<file path="src/rtl/hog_pkg.sv">
// Shared constants and scan-FSM state encoding for the HOG cell scan sequencer.
package hog_pkg;

  localparam int IMG_W      = 66;
  localparam int CELL_SIZE  = 8;
  localparam int CELLS_X    = 8;
  localparam int CELLS_Y    = 16;
  localparam int ROW_W      = 14;
  localparam int COL_W      = 7;
  localparam int IDX_W      = 7;
  localparam int ROW_STRIDE = CELL_SIZE * IMG_W;

  // Scan sequencer states; also exported on the debug state output.
  typedef enum logic [1:0] {
    ST_IDLE      = 2'd0,
    ST_ISSUE     = 2'd1,
    ST_WAIT_DONE = 2'd2,
    ST_FINISH    = 2'd3
  } scan_state_t;

  // Counter width for a modulo-n counter, never narrower than one bit.
  function automatic int cnt_w(input int n);
    return (n > 1) ? $clog2(n) : 1;
  endfunction

endpackage

</file>
<file path="src/rtl/hog_cell_counter.sv">
// Cell x/y position counter with incrementally maintained begin-row/begin-column
// offsets and a linear cell index. The row offset is built by repeated addition
// of the row stride, so no multiplier is needed.
module hog_cell_counter #(
  parameter int IMG_W     = hog_pkg::IMG_W,
  parameter int CELL_SIZE = hog_pkg::CELL_SIZE,
  parameter int CELLS_X   = hog_pkg::CELLS_X,
  parameter int CELLS_Y   = hog_pkg::CELLS_Y,
  parameter int ROW_W     = hog_pkg::ROW_W,
  parameter int COL_W     = hog_pkg::COL_W,
  parameter int IDX_W     = hog_pkg::IDX_W
) (
  input  logic             i_clk,
  input  logic             i_rst_n,
  input  logic             i_clear,
  input  logic             i_advance,
  output logic [ROW_W-1:0] o_begin_row,
  output logic [COL_W-1:0] o_begin_col,
  output logic [IDX_W-1:0] o_cell_idx,
  output logic             o_last_in_row,
  output logic             o_last_in_frame
);

  localparam int X_W        = hog_pkg::cnt_w(CELLS_X);
  localparam int Y_W        = hog_pkg::cnt_w(CELLS_Y);
  localparam int ROW_STRIDE = CELL_SIZE * IMG_W;

  logic [X_W-1:0]   r_x;
  logic [Y_W-1:0]   r_y;
  logic [ROW_W-1:0] r_row;
  logic [COL_W-1:0] r_col;
  logic [IDX_W-1:0] r_idx;

  // Clear takes priority over advance; advance steps one cell in raster order.
  always_ff @(posedge i_clk or negedge i_rst_n) begin
    if (!i_rst_n) begin
      r_x   <= '0;
      r_y   <= '0;
      r_row <= '0;
      r_col <= '0;
      r_idx <= '0;
    end else if (i_clear) begin
      r_x   <= '0;
      r_y   <= '0;
      r_row <= '0;
      r_col <= '0;
      r_idx <= '0;
    end else if (i_advance) begin
      r_idx <= r_idx + IDX_W'(1);
      if (o_last_in_row) begin
        r_x   <= '0;
        r_col <= '0;
        r_y   <= r_y + Y_W'(1);
        r_row <= r_row + ROW_W'(ROW_STRIDE);
      end else begin
        r_x   <= r_x + X_W'(1);
        r_col <= r_col + COL_W'(CELL_SIZE);
      end
    end
  end

  assign o_begin_row     = r_row;
  assign o_begin_col     = r_col;
  assign o_cell_idx      = r_idx;
  assign o_last_in_row   = (r_x == X_W'(CELLS_X - 1));
  assign o_last_in_frame = o_last_in_row && (r_y == Y_W'(CELLS_Y - 1));

endmodule

</file>
<file path="src/rtl/hog_cell_scan_ctrl.sv">
// HOG cell scan sequencer: walks a detection window cell by cell, offering each
// cell's begin-row/begin-column offsets to the pixel-address decoder and waiting
// for the histogram stage to finish the cell before moving on.
// Optional feature macro: HOG_SCAN_ROW_DONE_EN adds oROW_DONE, a one-cycle pulse
// after the last cell of every cell row completes.
//
// Handshake: oVALID is registered and, once high, holds together with stable
// oBEGIN_ROW/oBEGIN_COL/oCELL_IDX until a cycle with iREADY=1; that cycle is the
// single transfer and oVALID is low on the next cycle. oVALID never depends
// combinationally on iREADY. iABORT overrides everything.
module hog_cell_scan_ctrl
  import hog_pkg::scan_state_t;
  import hog_pkg::ST_IDLE;
  import hog_pkg::ST_ISSUE;
  import hog_pkg::ST_WAIT_DONE;
  import hog_pkg::ST_FINISH;
#(
  parameter int IMG_W     = hog_pkg::IMG_W,
  parameter int CELL_SIZE = hog_pkg::CELL_SIZE,
  parameter int CELLS_X   = hog_pkg::CELLS_X,
  parameter int CELLS_Y   = hog_pkg::CELLS_Y,
  parameter int ROW_W     = hog_pkg::ROW_W,
  parameter int COL_W     = hog_pkg::COL_W
) (
  input  logic             iCLK,
  input  logic             iRST_n,
  input  logic             iSTART,
  input  logic             iABORT,
  input  logic             iREADY,
  input  logic             iCELL_DONE,
  output logic             oVALID,
  output logic [ROW_W-1:0] oBEGIN_ROW,
  output logic [COL_W-1:0] oBEGIN_COL,
  output logic [6:0]       oCELL_IDX,
  output logic             oBUSY,
  output logic             oFRAME_DONE,
`ifdef HOG_SCAN_ROW_DONE_EN
  output logic             oROW_DONE,
`endif
  output scan_state_t      oDBG_STATE
);

  // The largest row offset must fit the row-offset width without wrapping.
  if ((CELLS_Y - 1) * CELL_SIZE * IMG_W >= (1 << ROW_W)) begin : g_row_w_check
    $error("hog_cell_scan_ctrl: ROW_W too narrow for the last cell row offset");
  end
  if ((CELLS_X - 1) * CELL_SIZE >= (1 << COL_W)) begin : g_col_w_check
    $error("hog_cell_scan_ctrl: COL_W too narrow for the last cell column offset");
  end

  scan_state_t r_state;

  logic w_done_evt;
  logic w_row_end;
  logic w_frame_end;
  logic w_clear;
  logic w_advance;
  logic w_last_in_row;
  logic w_last_in_frame;

  // A cell completes only while waiting for it; a frame ends on the row end of the last row.
  assign w_done_evt  = (r_state == ST_WAIT_DONE) && iCELL_DONE && !iABORT;
  assign w_row_end   = w_done_evt && w_last_in_row;
  assign w_frame_end = w_row_end && w_last_in_frame;
  assign w_clear     = iABORT || ((r_state == ST_IDLE) && iSTART) || w_frame_end;
  assign w_advance   = w_done_evt && !w_frame_end;

  hog_cell_counter #(
    .IMG_W     (IMG_W),
    .CELL_SIZE (CELL_SIZE),
    .CELLS_X   (CELLS_X),
    .CELLS_Y   (CELLS_Y),
    .ROW_W     (ROW_W),
    .COL_W     (COL_W),
    .IDX_W     (7)
  ) u_counter (
    .i_clk           (iCLK),
    .i_rst_n         (iRST_n),
    .i_clear         (w_clear),
    .i_advance       (w_advance),
    .o_begin_row     (oBEGIN_ROW),
    .o_begin_col     (oBEGIN_COL),
    .o_cell_idx      (oCELL_IDX),
    .o_last_in_row   (w_last_in_row),
    .o_last_in_frame (w_last_in_frame)
  );

  // Scan FSM with registered handshake, busy and completion-pulse outputs.
  always_ff @(posedge iCLK or negedge iRST_n) begin
    if (!iRST_n) begin
      r_state     <= ST_IDLE;
      oVALID      <= 1'b0;
      oBUSY       <= 1'b0;
      oFRAME_DONE <= 1'b0;
`ifdef HOG_SCAN_ROW_DONE_EN
      oROW_DONE   <= 1'b0;
`endif
    end else begin
      oFRAME_DONE <= 1'b0;
`ifdef HOG_SCAN_ROW_DONE_EN
      oROW_DONE   <= 1'b0;
`endif
      if (iABORT) begin
        r_state <= ST_IDLE;
        oVALID  <= 1'b0;
        oBUSY   <= 1'b0;
      end else begin
        case (r_state)
          ST_IDLE: begin
            if (iSTART) begin
              r_state <= ST_ISSUE;
              oVALID  <= 1'b1;
              oBUSY   <= 1'b1;
            end
          end
          ST_ISSUE: begin
            if (iREADY) begin
              r_state <= ST_WAIT_DONE;
              oVALID  <= 1'b0;
            end
          end
          ST_WAIT_DONE: begin
            if (iCELL_DONE) begin
`ifdef HOG_SCAN_ROW_DONE_EN
              oROW_DONE <= w_row_end;
`endif
              if (w_frame_end) begin
                r_state     <= ST_FINISH;
                oFRAME_DONE <= 1'b1;
              end else begin
                r_state <= ST_ISSUE;
                oVALID  <= 1'b1;
              end
            end
          end
          ST_FINISH: begin
            r_state <= ST_IDLE;
            oBUSY   <= 1'b0;
          end
          default: begin
            r_state <= ST_IDLE;
            oVALID  <= 1'b0;
            oBUSY   <= 1'b0;
          end
        endcase
      end
    end
  end

  assign oDBG_STATE = r_state;

endmodule
</file>
<file path="config.mk">
export PLATFORM = sky130hd
export DESIGN_NAME = hog_cell_scan_ctrl
export DESIGN_NICKNAME = d
export VERILOG_FILES = /design/src/rtl/hog_pkg.sv /design/src/rtl/hog_cell_counter.sv /design/src/rtl/hog_cell_scan_ctrl.sv
export SDC_FILE = /design/constraint.sdc
export NUM_CORES = 1
export LEC_CHECK = 0
export CORE_ASPECT_RATIO = 1.1
export CORE_UTILIZATION = 50
export CTS_BUF_LIST = sky130_fd_sc_hd__clkbuf_4 sky130_fd_sc_hd__clkbuf_8 sky130_fd_sc_hd__clkbuf_16
export CTS_CLUSTER_DIAMETER = 80
export DETAILED_ROUTE_END_ITERATION = 12
export MAX_ROUTING_LAYER = met4
export PLACE_DENSITY_LB_ADDON = 0.25
export REMOVE_ABC_BUFFERS = 1
export SLEW_MARGIN = 25
export SYNTH_ARGS = -nofsm -noshare
export SYNTH_HDL_FRONTEND = slang
export SYNTH_SLANG_ARGS = --single-unit
</file>
<file path="constraint.sdc">
create_clock -name iCLK -period 2.39 [get_ports iCLK]
set_clock_uncertainty 0.15 [all_clocks]
set_input_delay 0.478 -clock iCLK [delete_from_list [all_inputs] [get_ports iCLK]]
set_output_delay 0.478 -clock iCLK [all_outputs]
set_load 0.005 [all_outputs]
</file>
**Word level (Yosys, flattened, before mapping)**

Cells that the tools add are included.

- Register bits: 40
- Output and inout bits: 33

- Add/subtract/negate cells: 5
- Reduce and logical (&&, ||, !) cells: 20
- Eq/ne operators: 9
- Muxes and demuxes: 32

Operators with widths:

| operator | number |
|---|---|
| 14-bit two-way mux | 3 |
| 7-bit two-way mux | 5 |
| 14-bit by 10-bit adder with 14-bit output, second input constant | 1 |
| 4-bit two-way mux | 3 |
| 3-bit inequality test, second input constant | 4 |
| 1-bit two-way mux | 10 |
| 2-bit two-way mux | 5 |
| 3-bit two-way mux | 3 |
| 2-bit one-hot mux with 4 select lines | 1 |
| 7-bit by 1-bit adder with 7-bit output, second input constant | 1 |
| 7-bit by 4-bit adder with 7-bit output, second input constant | 1 |
| 1-bit logical AND | 7 |
| 5-bit AND reduction | 1 |
| 4-bit by 1-bit adder with 4-bit output, second input constant | 1 |
| 2-bit equality test, second input constant | 2 |
| 4-bit equality test, second input constant | 1 |
| 2-bit AND reduction | 2 |
| 2-bit nonzero test | 2 |
| 4-bit nonzero test | 1 |
| 3-bit by 1-bit adder with 3-bit output, second input constant | 1 |
| 3-bit equality test, second input constant | 1 |
| 1-bit one-hot mux with 3 select lines | 1 |
| 3-bit AND reduction | 1 |
| 3-bit nonzero test | 1 |
| 5 further kinds | 7 |

**Depth between registers and ports, before layout**

Gate-level depths: netlist of run 1.

- Depth in word-level cells: 9
- Gate-level depth with buffers: 7
- Gate-level depth less buffers: 6

**Cells and area by module**

Synthesis of run 1 repeated with hierarchy kept, for this count alone.

- Cells, all modules: 172
- Area total of the unflattened synthesis: 1686.6 sq um

By module, submodules not included:

| module | cells an instance | times used | area each (sq um) |
|---|---|---|---|
| hog_cell_counter | 144 | 1 | 1425.1 |
| hog_cell_scan_ctrl | 28 | 1 | 261.5 |

**Worst setup path before layout of run 1**

Ideal clock, no wire load.

- Path kind: register -> register
- Start point: register u_counter.r_x[0]
- End point: register u_counter.r_row[8] (netlist: u_counter.o_begin_row[8])
- Slack: 0.358 ns
- Data arrival time: 1.816 ns
- Cell stages (with the launch flop): 7
- Library setup time: 0.066 ns
- Clock period less this slack: 2.032 ns
- Cell sequence: dfrtp_1 -> ha_1 -> ha_1 -> and2_1 -> a311o_1 -> or4_1 -> nand2_1

- Cells in the longest elaborated chain, start to end: 7

Ends and longest elaborated chain:

| element | line | RTL |
|---|---|---|
| from (decl) | hog_cell_counter.sv:28 | `logic [X_W-1:0] r_x;` |
| from (signal assigned) | hog_cell_counter.sv:56 | `r_x <= r_x + X_W'(1);` |
| 3-bit equality test * | hog_cell_counter.sv:65 | `assign o_last_in_row = (r_x == X_W'(CELLS_X - 1));` |
| 1-bit logical AND (on tied branches) | hog_cell_scan_ctrl.sv:63, hog_cell_counter.sv:66 |  |
| 1-bit logical AND | hog_cell_scan_ctrl.sv:64 | `assign w_frame_end = w_row_end && w_last_in_frame;` |
| 1-bit logical NOT | hog_cell_scan_ctrl.sv:66 | `assign w_advance = w_done_evt && !w_frame_end;` |
| 1-bit logical AND | hog_cell_scan_ctrl.sv:66 |  |
| 2-bit nonzero test (no source line) | n/a |  |
| 2-bit AND reduction (no source line) | n/a |  |
| to (signal assigned) | hog_cell_counter.sv:54 | `r_row <= r_row + ROW_W'(ROW_STRIDE);` |
| to (decl) | hog_cell_counter.sv:30 | `logic [ROW_W-1:0] r_row;` |

Every way passes the cells marked *; elsewhere a longest branch is shown, timed or not.
A chain may end at the register's enable or synchronous reset.

**Final worst setup path of run 1**

Same ends and word-level chain as after synthesis.

==> impl_metrics.csv, run 1 <==
group,metric,value,unit
logic_synthesis,yosys_most_used_dff,"sky130_fd_sc_hd__dfrtp_1",
logic_synthesis,synthDistinctLibCells,38,
drt,drc,2,
clock_network,tritoncts.num_buffers,5,
timing,timing.fmax,451,MHz
power_and_ir_drop,switching_share,23.7,%
timing,finalWorstSetupSlack,0.173,ns
timing,crit_share_post_route,92.7,%
worst_setup_path,cp.required,2.51,ns
logic_synthesis,ys_seq_elements,33,
outcome,outcome,"finished, violations left",
clock_network,cts.reportedPaths.clkPinSlew,0.11,ns
drt,wl,3530,um
timing,max_transition_margin,63.5,%
power_and_ir_drop,power_leakage,0.974,nW
drt,detail_route.wl_per_cell,14.1,um
placement,dp_cells,242,
power_and_ir_drop,power.density_cell_area,542,nW/um^2
finish,fin_cells,250,
logic_synthesis,syn-cell-area,1720,um^2
grt,grt_util_all_layers,23.1,%
logic_synthesis,synth_top_area_cell,"sky130_fd_sc_hd__dfrtp_1",
worst_setup_path,r2r_slack,0.17,ns
floorplan,core_region_area,3300,um^2
logic_synthesis,synthTopCellsByArea,"sky130_fd_sc_hd__dfrtp_1 (48%), sky130_fd_sc_hd__ha_1 (4.4%), sky130_fd_sc_hd__a21oi_1 (4.1%), sky130_fd_sc_hd__o21ai_0 (3.2%), sky130_fd_sc_hd__buf_4 (3.0%)",
timing,timing_worst_slew_pin_value,0.545,ns
finish,final_nets,225,
clock_network,tritoncts,"yes",
drt,dr_total_vias,1439,
logic_synthesis,ys_async_sr_fraction,100,%
power_and_ir_drop,peakVddDrop,386,uV
placement,detailedPlace.worstSlack,-0.102,ns
drt,detail_route.vias_per_cell,5.76,
floorplan,num_io_pins,39,
worst_setup_path,worstReg2RegEnd,"u_counter.o_begin_row[8]",
job,max_cap_viol_count,0,
clock_network,cts_htree_levels,2,
timing,timing_hold_violations_final,0,
grt,first_global_vias,1403,
floorplan,initial_utilization,52.2,%
logic_synthesis,post_synthesis_mean_instance_area,9.91,um^2
clock_network,clock_root_buffer,"sky130_fd_sc_hd__clkbuf_4",
grt,largest_net_degree_at_the_start_of_global_routing,34,
placement,globalplace.congestion,0.839,
clock_network,cts_max_path_buffers,2,
power_and_ir_drop,power.share.combinational,12.4,%
drt,count_of_tritonroute_iterations_in_the_first_routing_pass,11,
grt,wire_length_of_the_first_global_routing_pass,6260,um
finish,final_layout_size_suffix_gt1_share,10.7,%
power_and_ir_drop,power_frac_seq,50.1,%
drt,detailedRoute.firstIterationViolations,68,
logic_synthesis,yosys_warn_count,0,
power_and_ir_drop,p_int,0.000908,W
clock_network,cts.sinks,33,
logic_synthesis,synthDominantCellAreaShare,47.9,%
worst_setup_path,timing.setup.critical_path_class,"register to register",
power_and_ir_drop,total_switching_power,0.000282,W
placement,dp_hpwl,2550,um
grt,initial_antenna_violation_count,0,
floorplan,die_w,58.0,um
floorplan,floorplan.die.height,63.6,um
grt,globalRoute.totalOverflow,0,
logic_synthesis,count_of_flip_flops_with_a_built_in_enable_after_synthesis,0,
worst_setup_path,critPathCaptureType,"register",
worst_setup_path,critPathCapture,"u_counter.o_begin_row[8]",
timing,report.final.setup_viol,0,
min_path,hold_path.class,"input port to async pin",
clock_network,worstSkewPairLatency,0.34,ns
floorplan,core.rowCount,22,
drt,route.antenna.remaining_nets,0,
worst_setup_path,worstSetupStartpoint,"u_counter.r_x[0]",
outcome,violations_in_the_final_reports,"DRC",
clock_network,cts_hold_buf,0,
logic_synthesis,yosysSeqAreaShare,47.9,%
placement,place.port_buffers,31,
logic_synthesis,synthCells,174,
timing,final_max_slew_viol_count,0,
timing,final_period_minus_worst_setup_slack,2.22,ns
worst_setup_path,worst_r2r_startpoint,"u_counter.r_x[0]",
finish,insertedDiodeCount,0,
worst_setup_path,timing.critical_path.from_type,"register",
floorplan,fp.dieArea,3690,um^2
timing,rsz0062_at_grt,"no",
worst_setup_path,r2r_cells,6,
power_and_ir_drop,clkPwrFrac,37.5,%
worst_setup_path,path_max_fanout,6,
worst_setup_path,critical_path_arrival,2.34,ns
finish,area_delta_synth_final,27.2,%
[critical path: stages (launching register included)]
cell and delay [ns]:
sky130_fd_sc_hd__dfrtp_1 0.42, sky130_fd_sc_hd__ha_1 0.21, sky130_fd_sc_hd__ha_1 0.21, sky130_fd_sc_hd__and2_1 0.19, sky130_fd_sc_hd__a311o_1 0.40, sky130_fd_sc_hd__or4_1 0.50
sky130_fd_sc_hd__nand2_1 0.08
[final cells by class]
cell class	instances	area, um^2
Tap cell	36	45.0
Clock buffer	7	58.8
Sequential cell	33	826
Multi-Input combinational cell	127	817
Fill cell	280	1110
Inverter	5	18.8
Timing Repair Buffer	41	398
Clock inverter	1	30.0
[cell usage after synthesis, types with 4 or more instances]
library cell              instances
sky130_fd_sc_hd__or3_1            8
sky130_fd_sc_hd__dfrtp_1         33
sky130_fd_sc_hd__xor2_1           4
sky130_fd_sc_hd__a21oi_1         14
sky130_fd_sc_hd__and2_1           6
sky130_fd_sc_hd__nor3_1           5
sky130_fd_sc_hd__a22o_1           5
sky130_fd_sc_hd__ha_1             6
sky130_fd_sc_hd__inv_1            5
sky130_fd_sc_hd__o21ai_0         11
sky130_fd_sc_hd__nand2_1         11
sky130_fd_sc_hd__buf_2            6
sky130_fd_sc_hd__xnor2_1          4
sky130_fd_sc_hd__nand3_1          8
sky130_fd_sc_hd__o31ai_1          5
sky130_fd_sc_hd__nor2_1          10
sky130_fd_sc_hd__buf_4            7
[power by group through the flow]
stage | sequential (W) | combinational (W) | clock [W]
finish | 0.000596 | 0.000147 | 0.000446
global route | 0.000600 | 0.000166 | 0.000485
CTS | 0.000595 | 0.000149 | 0.000461
detailed placement | 0.000606 | 0.000147 | 0
global placement | 0.000606 | 0.000143 | 0
floorplan | 0.000604 | 0.0000637 | 0
[logic make-up (layout without fill, tap and decap cells)]
logic type / count (synthesis) / after routing / synth area share (%)
buffers and inverters: 20 / 54 / 6.31
flip-flops: 33 / 33 / 47.9
XOR/XNOR: 8 / 8 / 4.06
adder cells (fa/ha/maj): 6 / 6 / 4.35
AO/OA/AOI/OAI: 46 / 46 / 17.3
AND/OR/NAND/NOR: 58 / 58 / 18.6
multiplexers: 2 / 2 / 1.31
other: 1 / 7 / 0.217
[how the worst min path moves through the flow]
stage | from | end | slack [ns] | cells past startpoint
5_1_grt | iRST_n | u_counter.o_begin_row[12] | 0.39 | 2
2_1_floorplan | iRST_n | oBUSY | 0.03 | 0
3_3_place_gp | u_counter.r_x[1] | u_counter.r_x[1] | 0.34 | 1
4_1_cts | iRST_n | u_counter.o_begin_row[13] | 0.37 | 2
3_5_place_dp | u_counter.r_x[1] | u_counter.r_x[1] | 0.35 | 1
6_report | iRST_n | u_counter.o_begin_row[13] | 0.37 | 2
[repair_timing]
item                                    in CTS  in global routing
setup buffers                                0                  0
hold endpoints to repair                     0                  0
endpoints found under the setup margin       2                  0
gates resized for setup                      1                  0
[cell usage in the layout (no fill, tap or decap), drive strengths merged, types with 3 or more instances in the layout]
cell type       n
a21oi          15
a22o            5
and2            6
buf            10
clkbuf          7
clkdlybuf4s50  31
conb            7
dfrtp          33
ha              6
inv             5
nand2          11
nand3           8
nor2           10
nor3            5
o21ai          11
o31ai           5
or3             8
or4             3
xnor2           4
xor2            4
[registers in the layout, indices dropped and copies added (netlist names)]
signal and count:
u_counter.o_begin_col 4, u_counter.o_cell_idx 7, oDBG_STATE 2, oBUSY 1
oVALID 1, oFRAME_DONE 1, u_counter.o_begin_row 10, u_counter.r_y 4
u_counter.r_x 3
[routing by layer]
metal | GRT usage [%] | vias to the layer above | wire length [um]
li1 | - | 697 | -
met1 | 26.1 | 695 | 1530
met2 | 36.5 | 39 | 1740
met3 | 8.01 | 8 | 174
met4 | 10.7 | 0 | 73
met5 | - | - | 0
[metrics by stage]
step / util [%] / setup TNS, ns / cell area, um^2 / power, W / hold WS, ns
2_1_floorplan: - / -0.107 / 1660 / 0.000668 / 0.0324
3_3_place_gp: 63.6 / -0.0473 / 2100 / 0.000749 / 0.343
3_5_place_dp: 63.6 / -0.373 / 2100 / 0.000754 / 0.352
4_1_cts: 66.4 / 0 / 2190 / 0.00121 / 0.372
5_1_grt: 66.4 / 0 / 2190 / 0.00125 / 0.386
6_report: 66.4 / 0 / 2190 / 0.00119 / 0.365
(Power assumes the default switching activity.)
==> run 2, diff against run 1 <==
--- a/config.mk
+++ b/config.mk
@@ -10,6 +10,7 @@
 export CTS_BUF_LIST = sky130_fd_sc_hd__clkbuf_4 sky130_fd_sc_hd__clkbuf_8 sky130_fd_sc_hd__clkbuf_16
 export CTS_CLUSTER_DIAMETER = 80
 export DETAILED_ROUTE_END_ITERATION = 12
+export GPL_ROUTABILITY_DRIVEN = 0
 export MAX_ROUTING_LAYER = met4
 export PLACE_DENSITY_LB_ADDON = 0.25
 export REMOVE_ABC_BUFFERS = 1
==> results of run 2 <==
Same layout as run 1: the final DEF is identical, and so are final timing and power.
